File: config.mk
export PLATFORM = sky130hd
export DESIGN_NAME = spi_controller
export DESIGN_NICKNAME = d
export VERILOG_FILES = /design/src/rtl/spi_controller.sv
export SDC_FILE = /design/constraint.sdc
export NUM_CORES = 1
export LEC_CHECK = 0
export BUFFER_PORTS_ARGS = -buffer_cell sky130_fd_sc_hd__buf_2
export CAP_MARGIN = 20
export CORE_MARGIN = 10
export CORE_UTILIZATION = 29
export CTS_CLUSTER_DIAMETER = 40
export DETAILED_ROUTE_END_ITERATION = 6
export HOLD_SLACK_MARGIN = 0.12
export PLACE_DENSITY = 0.49
export SLEW_MARGIN = 20
export SYNTH_ARGS = -nofsm -noshare
export SYNTH_HDL_FRONTEND = slang
export SYNTH_SLANG_ARGS = --single-unit
File: constraint.sdc
create_clock -name wb_clk_i -period 3.51 [get_ports wb_clk_i]
set_input_delay 0.351 -clock wb_clk_i [delete_from_list [all_inputs] [get_ports wb_clk_i]]
set_output_delay 0.351 -clock wb_clk_i [all_outputs]
set_load 0.02 [all_outputs]
File: src/rtl/spi_controller.sv
// spi_controller: SPI initiator, mode 0, MSB first, one full-duplex word of
// DATA_BITS per transaction. It is the controller end of the rapcore SPI link.
//
// Ports
//   wb_clk_i     system clock
//   wb_rstn_i    synchronous active-low reset
//   start_valid  request a transfer; tx_data is captured on acceptance
//   start_ready  request can be accepted this cycle
//   tx_data      word to shift out
//   rx_data      word shifted in; updated with rx_valid, then held
//   rx_valid     one-cycle pulse when rx_data is updated
//   busy         transfer in progress (CS low or inter-frame gap)
//   SCK/CS/COPI  serial clock (idle low), chip select (active low), data out
//   CIPO         serial data in, sampled on the edge that raises SCK
//   last         (SPI_CONTROLLER_BURST_EN only) 0 keeps CS low after the word
//
// Build option: define SPI_CONTROLLER_BURST_EN to add the `last` port and
// multi-word CS frames.
//
// state | meaning
// IDLE  | CS high, waiting for a request
// SETUP | CS low, SCK low, COPI shows the MSB
// HIGH  | SCK high; CIPO sampled on entry
// LOW   | SCK low; COPI advanced on entry (except after the final bit)
// HOLD  | SCK low, CS low, COPI holds last bit; rx published on exit
// GAP   | CS high, minimum deselect time before the next frame
// WAIT  | burst only: word done, CS held low, ready for the next word
module spi_controller #(
  parameter int DATA_BITS = 64,
  parameter int CLK_DIV   = 4
) (
  input  logic                 wb_clk_i,
  input  logic                 wb_rstn_i,
  input  logic                 start_valid,
  output logic                 start_ready,
  input  logic [DATA_BITS-1:0] tx_data,
  output logic [DATA_BITS-1:0] rx_data,
  output logic                 rx_valid,
  output logic                 busy,
  output logic                 SCK,
  output logic                 CS,
  output logic                 COPI,
`ifdef SPI_CONTROLLER_BURST_EN
  input  logic                 last,
`endif
  input  logic                 CIPO
);

  localparam int               BIT_W    = $clog2(DATA_BITS);
  localparam logic [BIT_W-1:0] LAST_BIT = BIT_W'(DATA_BITS - 1);
  localparam logic [7:0]       DIV_LAST = 8'(CLK_DIV - 1);

  typedef enum logic [2:0] {
    S_IDLE, S_SETUP, S_HIGH, S_LOW, S_HOLD, S_GAP
`ifdef SPI_CONTROLLER_BURST_EN
    , S_WAIT
`endif
  } state_t;

  state_t               state, state_nxt;
  logic [7:0]           half_cnt;
  logic [BIT_W-1:0]     bit_cnt;
  logic [DATA_BITS-1:0] tx_shift;
  logic [DATA_BITS-1:0] rx_shift;
  logic                 phase_done;
  logic                 last_bit;
  logic                 accept;
  logic                 word_done;
  logic                 timed;
`ifdef SPI_CONTROLLER_BURST_EN
  logic                 last_q;
`endif

  assign phase_done = (half_cnt == DIV_LAST);
  assign last_bit   = (bit_cnt == LAST_BIT);
  assign timed      = (state == S_SETUP) || (state == S_HIGH) || (state == S_LOW) ||
                      (state == S_HOLD)  || (state == S_GAP);

  assign SCK  = (state == S_HIGH);
  assign CS   = (state == S_IDLE) || (state == S_GAP);
  assign busy = (state != S_IDLE);
  assign COPI = !CS && tx_shift[DATA_BITS-1];
`ifdef SPI_CONTROLLER_BURST_EN
  assign start_ready = (state == S_IDLE) || (state == S_WAIT);
`else
  assign start_ready = (state == S_IDLE);
`endif

  always_ff @(posedge wb_clk_i) begin
    if (!wb_rstn_i) state <= S_IDLE;
    else            state <= state_nxt;
  end

  always_comb begin
    state_nxt = state;
    accept    = 1'b0;
    word_done = 1'b0;
    case (state)
      S_IDLE: if (start_valid) begin
        accept    = 1'b1;
        state_nxt = S_SETUP;
      end
      S_SETUP: if (phase_done) state_nxt = S_HIGH;
      S_HIGH:  if (phase_done) state_nxt = S_LOW;
      S_LOW: if (phase_done) begin
        if (!last_bit) state_nxt = S_HIGH;
`ifdef SPI_CONTROLLER_BURST_EN
        else if (!last_q) begin
          // mid-burst word: publish now and keep CS asserted
          state_nxt = S_WAIT;
          word_done = 1'b1;
        end
`endif
        else state_nxt = S_HOLD;
      end
      S_HOLD: if (phase_done) begin
        state_nxt = S_GAP;
        word_done = 1'b1;
      end
      S_GAP: if (phase_done) state_nxt = S_IDLE;
`ifdef SPI_CONTROLLER_BURST_EN
      S_WAIT: if (start_valid) begin
        accept    = 1'b1;
        state_nxt = S_HIGH;
      end
`endif
      default: state_nxt = S_IDLE;
    endcase
  end

  always_ff @(posedge wb_clk_i) begin
    if (!wb_rstn_i) begin
      half_cnt <= '0;
      bit_cnt  <= '0;
      tx_shift <= '0;
      rx_shift <= '0;
      rx_data  <= '0;
      rx_valid <= 1'b0;
`ifdef SPI_CONTROLLER_BURST_EN
      last_q   <= 1'b1;
`endif
    end else begin
      rx_valid <= word_done;
      if (state_nxt != state) half_cnt <= '0;
      else if (timed)         half_cnt <= half_cnt + 8'd1;
      // the final bit stays on COPI through the closing LOW and HOLD phases
      if (accept)
        tx_shift <= tx_data;
      else if (state == S_HIGH && phase_done && !last_bit)
        tx_shift <= {tx_shift[DATA_BITS-2:0], 1'b0};
      if (state_nxt == S_HIGH && state != S_HIGH)
        rx_shift <= {rx_shift[DATA_BITS-2:0], CIPO};
      if (state == S_LOW && phase_done)
        bit_cnt <= last_bit ? '0 : bit_cnt + BIT_W'(1);
      if (word_done) rx_data <= rx_shift;
`ifdef SPI_CONTROLLER_BURST_EN
      if (accept) last_q <= last;
`endif
    end
  end

endmodule
==> out/results.ini, run 1 <==
[status]
status = completed

[clocking]
cts_tree = built
cts-root-buf = clkbuf_16
cts.sinks = 210
cts.repair.resized = 0
insertion_delay_ns = 0.50
cts-buffers-inserted = 37
h-tree-depth = 2
clk_pin_slew_ns = 0.06
cts_setup_buffers = 0
cts_buffer_depth = 3

[critical_path]
crit_slowest_cell = nor4b_4
crit_chain = ha_1 > nor4b_4 > nand2_2 > a211oi_4 > buf_4 > mux2i_1
critPathMaxStageDelay_ns = 0.62
crit_family = simple AND/OR/NAND/NOR gates
endpoint_kind = flop
worstPathArrival_ns = 3.08
critPathLaunchType = flop
worstPathMaxFanout = 41
cp_num_buf_inv = 1
cp.required_ns = 3.94
crit_type = flop to flop

[placement]
place_congestion = 0.741
dp_hpwl_um = 13000
io_buffers = 137
dp.cells = 1412

[global_routing]
overflow = 0
grt_start_max_net_pins = 121
grt_use_total_pct = 11.2
antenna_found_initial = 1
grt_pass1_vias = 6717
grt_pass1_wl_um = 34400

[sta]
finClkSkew_ns = 0.0231
max_slew_margin_pct = 34.6
final_max_slew_viol_count = 0
tns_ns = 0
fin_crit_ns = 2.65
fmax_mhz = 377
worst_pin_slew_ns = 0.981
timing.final.crit_share_pct = 75.5
final_hold_viol_count = 0
setup_viol_count_final = 0
rsz0062_at_grt = no

[synthesis]
synth_flop_cell = dfxtp_1
synth_seq_area_share_pct = 50.5
ys_warn_count = 0
synth_cell_types = 45
mappedNetlistNets = 1029
synth_edf_count = 0
synthesis.area_mm2 = 0.00832
synth_seq_cells = 210
async_reset_ff_share_pct = 0
syn_area_per_cell_um2 = 8.68
synthCells = 959

[floorplanning]
die_w_um = 189
core_mm2 = 0.0281
ioPinCount = 138
rows = 61
die_h_um = 189
start_util_pct = 29.6
dieArea_mm2 = 0.0359

[routing]
detail-route-antenna-nets = 0
drc = 0
drtIter0Drc = 364
num_vias = 6867
via_per_inst = 4.63
first_pass_iters = 4
wl_per_cell_um = 14.0
drt-total-wl_um = 20700

[layout]
area_growth_pct = 27.7
finalNetCount = 1144
final_cells = 1482
drive_gt1_share_pct = 20.4

[power]
leakagePower_nw = 3.92
power_density_mw_per_mm2 = 619
vdd.ir_drop.worst_mv = 0.230

[hold_path]
hold_class = primary input to flop

[run]
maxCapViolCount = 0

layer usage:
layer / GRT usage, % / up-vias / wire, um
li1: - / 3510 / -
met1: 15.3 / 3159 / 10200
met2: 16.0 / 161 / 8430
met3: 4.26 / 37 / 1660
met4: 3.21 / 0 / 413
met5: 0 / - / 0
cell type report:
class                           count  area [um2]
Fill cell                        2972       17500
Sequential cell                   210        4200
Multi-Input combinational cell    674        3770
Clock buffer                       46        1040
Timing Repair Buffer              149         806
Tap cell                          378         473
Clock inverter                     22         318
Inverter                            2        7.51
Antenna cell                        1        2.50
worst reg2reg max path, delay by kind of cell (launching register included):
kind | cells | cell delay (ns)
buffers and inverters | 1 | 0.59
flip-flops | 1 | 0.36
multiplexers | 1 | 0.30
AND/OR/NAND/NOR | 2 | 0.84
AO/OA/AOI/OAI | 1 | 0.27
adder cells (fa/ha/maj) | 1 | 0.23
repair_timing:
action / in CTS / in global routing
endpoints found under the hold margin: 1 / 0
hold buffers: 1 / 0
endpoints found under the setup margin: 0 / 0
logic make-up after synthesis:
family                   synth area share (%)
buffers and inverters                    4.48
adder cells (fa/ha/maj)                 0.301
flip-flops                               50.5
multiplexers                             7.82
AND/OR/NAND/NOR                          19.5
AO/OA/AOI/OAI                            16.4
XOR/XNOR                                 1.05
stage by stage:
| stage | hold slack [ns] | power, mW | utilization [%] | worst slack, ns | instance area (um2) |
|---|---|---|---|---|---|
| final | 0.160 | 6.57 | 37.8 | 0.859 | 10600 |
| after global routing | 0.148 | 6.83 | 37.8 | 0.656 | 10600 |
| after CTS | 0.142 | 6.67 | 37.8 | 0.858 | 10600 |
| after detailed placement | 0.446 | 2.76 | 32.9 | 0.836 | 9250 |
| after global placement | 0.441 | 2.76 | 32.9 | 0.911 | 9250 |
| after floorplan | 0.425 | 2.68 | - | 1.49 | 8320 |
cell usage in the layout (no fill, tap or decap), types with 6 or more instances in the layout:
cell type	instances
and2_1	8
a21boi_1	14
buf_2	136
a31oi_1	62
mux2i_1	65
nor3_1	9
bufinv_16	7
nand2_1	328
a21oi_1	6
a21boi_0	56
nand3_1	7
dfxtp_1	210
buf_4	10
o21ai_0	65
nand4_1	6
clkbuf_16	39
report_power, final:
part / internal (mW) / switching (mW)
Clock: 2.63 / 1.23
Combinational: 0.0947 / 0.133
Sequential: 2.45 / 0.0339
Total: 5.18 / 1.39
synthesized netlist by cell type (all sizes together), types with 6 or more instances:
master | count | area, um2
and2 | 8 | 50.1
mux2i | 65 | 651
a21boi | 70 | 526
clkbuf | 44 | 165
buf | 29 | 200
nand3 | 8 | 45.0
nand2 | 330 | 1240
dfxtp | 210 | 4200
nand4 | 6 | 37.5
nor3 | 10 | 55.1
a21oi | 6 | 30.0
o21ai | 65 | 325
a31oi | 62 | 388
state kept, by name, summed over array words and instances (netlist names):
signal,count
rx_shift,64
state,3
rx_valid,1
bit_cnt,6
tx_shift,64
rx_data,64
half_cnt,8
worst paths after layout:
check,from,end,slack (ns),depth (start not counted)
setup reg to reg,half_cnt[0],rx_shift[44],0.86,6
setup / recovery,half_cnt[0],rx_shift[44],0.86,6
hold reg to reg,rx_data[8],rx_data[8],0.45,2
hold / removal,tx_data[0],tx_shift[0],0.16,3
Power figures use the tool's default switching activity.
==> inputs of run 2 (changes only) <==
Clock period 3.51 ns to 2.55 ns, I/O delays scaled along.
==> out/results.ini, run 2 (synthesis gave the netlist of run 1 again) <==
[layout]
final_common_cell = nand2_1
design_area_mm2 = 0.0114  ; +7.1%
ff_latch_area_mm2 = 0.00420  ; unchanged
finalNetCount = 1218  ; +6.5%
area_growth_pct = 36.7
reg_top3 = rx_data (64), rx_shift (64), tx_shift (64)
drive_gt1_share_pct = 19.7  ; -0.67 points
diodes = 0  ; -1
multi_input_area_mm2 = 0.00377  ; unchanged
nFillCells = 2885  ; -2.9%
layout_common_cells = nand2_1 (328), dfxtp_1 (210), buf_2 (136), mux2i_1 (65), o21ai_0 (65)

[power]
power_density_mw_per_mm2 = 781  ; +26%
leakagePower_nw = 4.26  ; +8.5%
vdd.ir_drop.worst_mv = 0.426  ; +85%

[routing]
drtIter0Drc = 364  ; unchanged
wl_per_cell_um = 13.9  ; -0.63%
detail-route-antenna-nets = 0  ; unchanged
num_vias = 7225  ; +5.2%
drt-total-wl_um = 21600  ; +4.2%
via_per_inst = 4.65  ; +0.34%
first_pass_iters = 4  ; unchanged
drc = 0  ; unchanged

[critical_path]
cp.required_ns = 2.99  ; -0.95 ns
critPathLaunchType = flop
worstRegToRegCells = 6  ; unchanged
worstPathArrival_ns = 2.64  ; -0.44 ns
reg2reg_to = rx_shift[9]
critPathMaxStageDelay_ns = 0.42  ; -0.20 ns
crit_chain = ha_1 > nor4b_4 > nand2_2 > a211oi_4 > buf_4 > mux2i_1
rr_startpoint = half_cnt[0]
crit_slowest_cell = buf_4
endpoint_kind = flop
regToRegSetupSlack_ns = 0.35  ; -0.51 ns
crit_type = flop to flop
worstPathMaxFanout = 24  ; -41%

[floorplanning]
start_util_pct = 29.6  ; unchanged
die_w_um = 189  ; unchanged
core_mm2 = 0.0281  ; unchanged
ioPinCount = 138  ; unchanged
die_h_um = 189  ; unchanged
rows = 61  ; unchanged
dieArea_mm2 = 0.0359  ; unchanged

[placement]
io_buffers = 137  ; unchanged
postPlaceCellArea_mm2 = 0.00945  ; +2.1%
dp_hpwl_um = 13400  ; +3.5%
place_congestion = 0.726  ; -2.1%

[sta]
finClkSkew_ns = 0.0237  ; +0.000598 ns
final_max_slew_viol_count = 0  ; unchanged
setup_viol_count_final = 0  ; unchanged
timing.final.crit_share_pct = 86.3  ; +11 points
rsz0062_at_grt = no
max_slew_margin_pct = 54.4  ; +20 points
fin_crit_ns = 2.20  ; -0.451 ns
fmax_mhz = 455  ; +21%
worst_pin_slew_ns = 0.684  ; -0.297 ns
final_hold_viol_count = 0  ; unchanged
tns_ns = 0  ; unchanged

[clocking]
cts-buffers-inserted = 37  ; unchanged
cts_tree = built
insertion_delay_ns = 0.51  ; about the same
clk_pin_slew_ns = 0.05  ; about the same
cts_buffer_depth = 3  ; unchanged
cts-root-buf = clkbuf_16
cts.sinks = 210  ; unchanged
cts_setup_buffers = 0  ; unchanged
h-tree-depth = 2  ; unchanged

[hold_path]
hold_class = primary input to flop
hold_path_startpoint = tx_data[56]
holdPathStages = 3  ; unchanged
hold_end = tx_shift[56]

[global_routing]
use_met3_pct = 4.17  ; -0.092 points
overflow = 0  ; unchanged
gr-usage-met1_pct = 15.8  ; +0.50 points
grt_pass1_vias = 7143  ; +6.3%
antenna_found_initial = 0  ; -1
grt_pass1_wl_um = 36200  ; +5.3%
met2_usage_pct = 17.4  ; +1.4 points
top_usage_layer = met2
grt_start_max_net_pins = 93  ; -23%
grt_use_total_pct = 11.8  ; +0.58 points

[run]
maxCapViolCount = 0  ; unchanged

[status]
status = completed

## run 2: changes by cell type in the layout (fill, tap and decap cells not counted), moves of 2 or more
cell           delta
clkbuf_1          +3
clkinv_4          -3
bufinv_16         -2
dlygate4sd3_1    +63
buf_4             +2
clkinv_2          +3
buf_12            +9
clkinvlp_4        -3
## run 2: worst max-delay path: cells and delay by family, from the launching register on
family,cells,cell delay (ns)
simple gates,2,0.59
fa+ha+maj,1,0.23
compound gates,1,0.30
buf+inv,1,0.42
mux,1,0.24
flops,1,0.36
## run 2: worst max-delay path by stage
stage	cells past startpoint	from	slack, ns	to
3_5_place_dp	6	half_cnt[0]	0.30	half_cnt[0]
3_3_place_gp	6	state[0]	0.34	tx_shift[12]
4_1_cts	6	half_cnt[0]	0.32	half_cnt[0]
2_1_floorplan	6	state[0]	0.53	tx_shift[10]
6_report	6	half_cnt[0]	0.35	rx_shift[9]
5_1_grt	6	half_cnt[1]	0.15	rx_shift[11]
## run 2: layout make-up
cell class	count	area share [%]
flip-flops and latches	210	37.0
multi-input cells	674	33.2
repair buffers	223	14.3
clock buffers	48	9.04
well taps	378	4.16
clock inverters	19	2.29
inverters	2	0.0660
## run 2: per-layer routing
metal | share of wire, % | wire length (um)
met1 | 49 | 10700
met2 | 41 | 8910
met3 | 7.7 | 1650
met4 | 1.6 | 338
met5 | 0 | 0
## run 2: timing repair
| action | CTS | global route |
|---|---|---|
| setup endpoints to repair | 0 | 0 |
| hold buffers | 64 | 0 |
| endpoints found under the hold margin | 64 | 0 |
| gates resized for setup | 0 | 0 |
## run 2: per-stage QoR
| step | instances | hold slack (ns) | utilization [%] | worst slack [ns] | power, mW |
|---|---|---|---|---|---|
| floorplan | 959 | 0.397 | - | 0.526 | 3.69 |
| global placement | 1423 | 0.439 | 33.6 | 0.338 | 3.81 |
| detailed placement | 1423 | 0.444 | 33.6 | 0.298 | 3.81 |
| CTS | 1554 | 0.127 | 40.5 | 0.316 | 9.04 |
| global route | 1554 | 0.190 | 40.5 | 0.149 | 9.27 |
| finish | 1554 | 0.140 | 40.5 | 0.350 | 8.88 |
## run 2: power breakdown
part,total [mW],switching [mW],internal [mW]
clock,5.06,1.69,3.37
combinational,0.400,0.201,0.199
sequential,3.42,0.0452,3.38
total,8.88,1.94,6.95
==> inputs of run 3 (changes only) <==
--- a/config.mk
+++ b/config.mk
@@ -8,10 +8,11 @@
 export BUFFER_PORTS_ARGS = -buffer_cell sky130_fd_sc_hd__buf_2
 export CAP_MARGIN = 20
-export CORE_MARGIN = 10
+export CELL_PAD_IN_SITES_DETAIL_PLACEMENT = 1
+export CELL_PAD_IN_SITES_GLOBAL_PLACEMENT = 1
 export CORE_UTILIZATION = 29
 export CTS_CLUSTER_DIAMETER = 40
 export DETAILED_ROUTE_END_ITERATION = 6
 export HOLD_SLACK_MARGIN = 0.12
-export PLACE_DENSITY = 0.49
+export PLACE_DENSITY = 0.6
 export SLEW_MARGIN = 20
 export SYNTH_ARGS = -nofsm -noshare
==> constraint.sdc (replaced) <==
create_clock -name wb_clk_i -period 2.55 [get_ports wb_clk_i]
set_input_delay 0.6375 -clock wb_clk_i [delete_from_list [all_inputs] [get_ports wb_clk_i]]
set_output_delay 0.6375 -clock wb_clk_i [all_outputs]
set_load 0.02 [all_outputs]
==> out/results.ini, run 3 (synthesis gave the netlist of run 1 again) <==
[status]
status = completed

[clocking]
cts.repair.resized = 0  ; unchanged
insertion_delay_ns = 0.51  ; about the same
cts_hold_buf = 0  ; -100%
cts-buffers-inserted = 39  ; +5.4%
cts-root-buf = clkbuf_16
cts_setup_buffers = 0  ; unchanged
cts_buffer_depth = 3  ; unchanged
cts_tree = built
clk_pin_slew_ns = 0.05  ; about the same
h-tree-depth = 2  ; unchanged
cts.sinks = 210  ; unchanged

[layout]
design_area_mm2 = 0.0108  ; -5.4%
area_growth_pct = 29.3
final_cells = 1484  ; -4.5%
diodes = 0  ; unchanged
finalNetCount = 1148  ; -5.7%
reg_top3 = rx_data (64), rx_shift (64), tx_shift (64)
layout_common_cells = nand2_1 (328), dfxtp_1 (210), buf_2 (136), mux2i_1 (65), o21ai_0 (65)
drive_gt1_share_pct = 20.8  ; +1.1 points
final_common_cell = nand2_1
fin_util_pct = 38.4  ; -2.1 points

[critical_path]
worstRegToRegCells = 5  ; -1
critPathLaunchType = flop
crit_family = simple AND/OR/NAND/NOR gates
critPathMaxStageDelay_ns = 0.53  ; +0.11 ns
crit_slowest_cell = or3_1
reg2reg_to = rx_shift[44]
cp_num_buf_inv = 2  ; +1
worstPathArrival_ns = 1.76  ; -0.88 ns
crit_type = flop to output pin
worstPathMaxFanout = 8  ; -67%
regToRegSetupSlack_ns = 0.43  ; +0.08 ns
crit_chain = or3_1 > inv_2 > buf_2
cp.required_ns = 1.91  ; -1.08 ns
endpoint_kind = output pin
rr_startpoint = state[0]
crit_start = state[0]

[global_routing]
grt_start_max_net_pins = 127  ; +37%
grt_pass1_wl_um = 34900  ; -3.6%
overflow = 0  ; unchanged
grt_use_total_pct = 14.3  ; +2.6 points
grt_pass1_vias = 6918  ; -3.1%
antenna_found_initial = 1  ; +1

[floorplanning]
ioPinCount = 138  ; unchanged
rows = 61  ; unchanged
die_h_um = 171  ; -9.5%
die_w_um = 171  ; -9.5%
start_util_pct = 29.7  ; +0.081 points
core_mm2 = 0.0280  ; -0.27%
dieArea_mm2 = 0.0294  ; -18%

[power]
power_density_mw_per_mm2 = 867  ; +11%
leakagePower_nw = 3.99  ; -6.3%
vdd.ir_drop.worst_mv = 0.462  ; +8.5%

[sta]
final_max_slew_viol_count = 0  ; unchanged
rsz0062_at_grt = no
tns_ns = 0  ; unchanged
max_slew_margin_pct = 52.2  ; -2.2 points
fin_crit_ns = 2.40  ; +0.201 ns
fmax_mhz = 416  ; -8.4%
worst_pin_slew_ns = 0.717  ; +0.0325 ns
final_hold_viol_count = 0  ; unchanged
setup_viol_count_final = 0  ; unchanged
finClkSkew_ns = 0.0297  ; +0.00599 ns
timing.hold.ws_ns = 0.401  ; +0.261 ns
timing.final.crit_share_pct = 94.2  ; +7.9 points

[placement]
io_buffers = 137  ; unchanged
place_congestion = 0.743  ; +2.4%
dp.cells = 1415  ; -0.56%
dp_hpwl_um = 12600  ; -5.9%
postPlaceCellArea_mm2 = 0.00933  ; -1.3%

[routing]
drc = 0  ; unchanged
drtIter0Drc = 377  ; +3.6%
highest_layer = met5
wl_met2_um = 8650  ; -2.9%
met1Wirelength_um = 10300  ; -3.7%
first_pass_iters = 4  ; unchanged
wl_per_cell_um = 13.9  ; about the same
via_per_inst = 4.69  ; +0.92%
detail-route-antenna-nets = 0  ; unchanged
dr_wl_met3_um = 1170  ; -29%
drt-total-wl_um = 20600  ; -4.5%
num_vias = 6963  ; -3.6%

[hold_path]
holdPathStages = 3  ; unchanged
hold_end = tx_shift[0]
hold_path_startpoint = tx_data[0]
hold_class = primary input to flop

[run]
maxCapViolCount = 0  ; unchanged

-- run 3: cell count changes in the layout (fill, tap and decap cells not counted), moves of 4 or more --
cell	delta
clkbuf_8	+4
clkbuf_1	-4
dlygate4sd3_1	-64
buf_12	-5
-- run 3: worst register-to-register path, delay by kind of cell, from the launching register on --
family	cells	cell delay (ns)
DFF	1	0.47
AOI/OAI and AO/OA	1	0.27
buffers and inverters	1	0.41
and+or+nand+nor	2	0.59
muxes	1	0.32
-- run 3: layer usage --
layer | vias to the layer above | track usage [%]
met3 | 42 | 3.66
met5 | - | 0
li1 | 3517 | -
met4 | 2 | 4.43
met2 | 152 | 21.7
met1 | 3250 | 19.8
-- run 3: stage by stage --
step,worst slack (ns),power (mW)
2_1_floorplan,0.526,3.69
3_3_place_gp,0.540,3.81
3_5_place_dp,0.424,3.82
4_1_cts,0.108,9.49
5_1_grt,0.0567,9.70
6_report,0.149,9.33
-- run 3: worst max path at each step --
stage | end | slack [ns] | cells past startpoint
2_1_floorplan | tx_shift[10] | 0.53 | 6
3_3_place_gp | rx_shift[47] | 0.54 | 5
3_5_place_dp | rx_shift[44] | 0.42 | 5
4_1_cts | start_ready | 0.11 | 3
5_1_grt | SCK | 0.06 | 2
6_report | start_ready | 0.15 | 3
-- run 3: report_power, final --
part,leakage [nW],internal [mW],total [mW],switching [mW]
logic,1.59,0.136,0.323,0.187
registers,1.71,3.38,3.43,0.0470
clock network,0.697,3.89,5.58,1.70
total,3.99,7.40,9.33,1.93
-- run 3: cell type report --
type,instances,area (um2)
fill,3332,17200
sequential,210,4200
multi-input combinational,674,3770
clock buffer,50,1120
timing repair buffer,151,868
tap,378,473
clock inverter,19,320
inverter,2,7.51
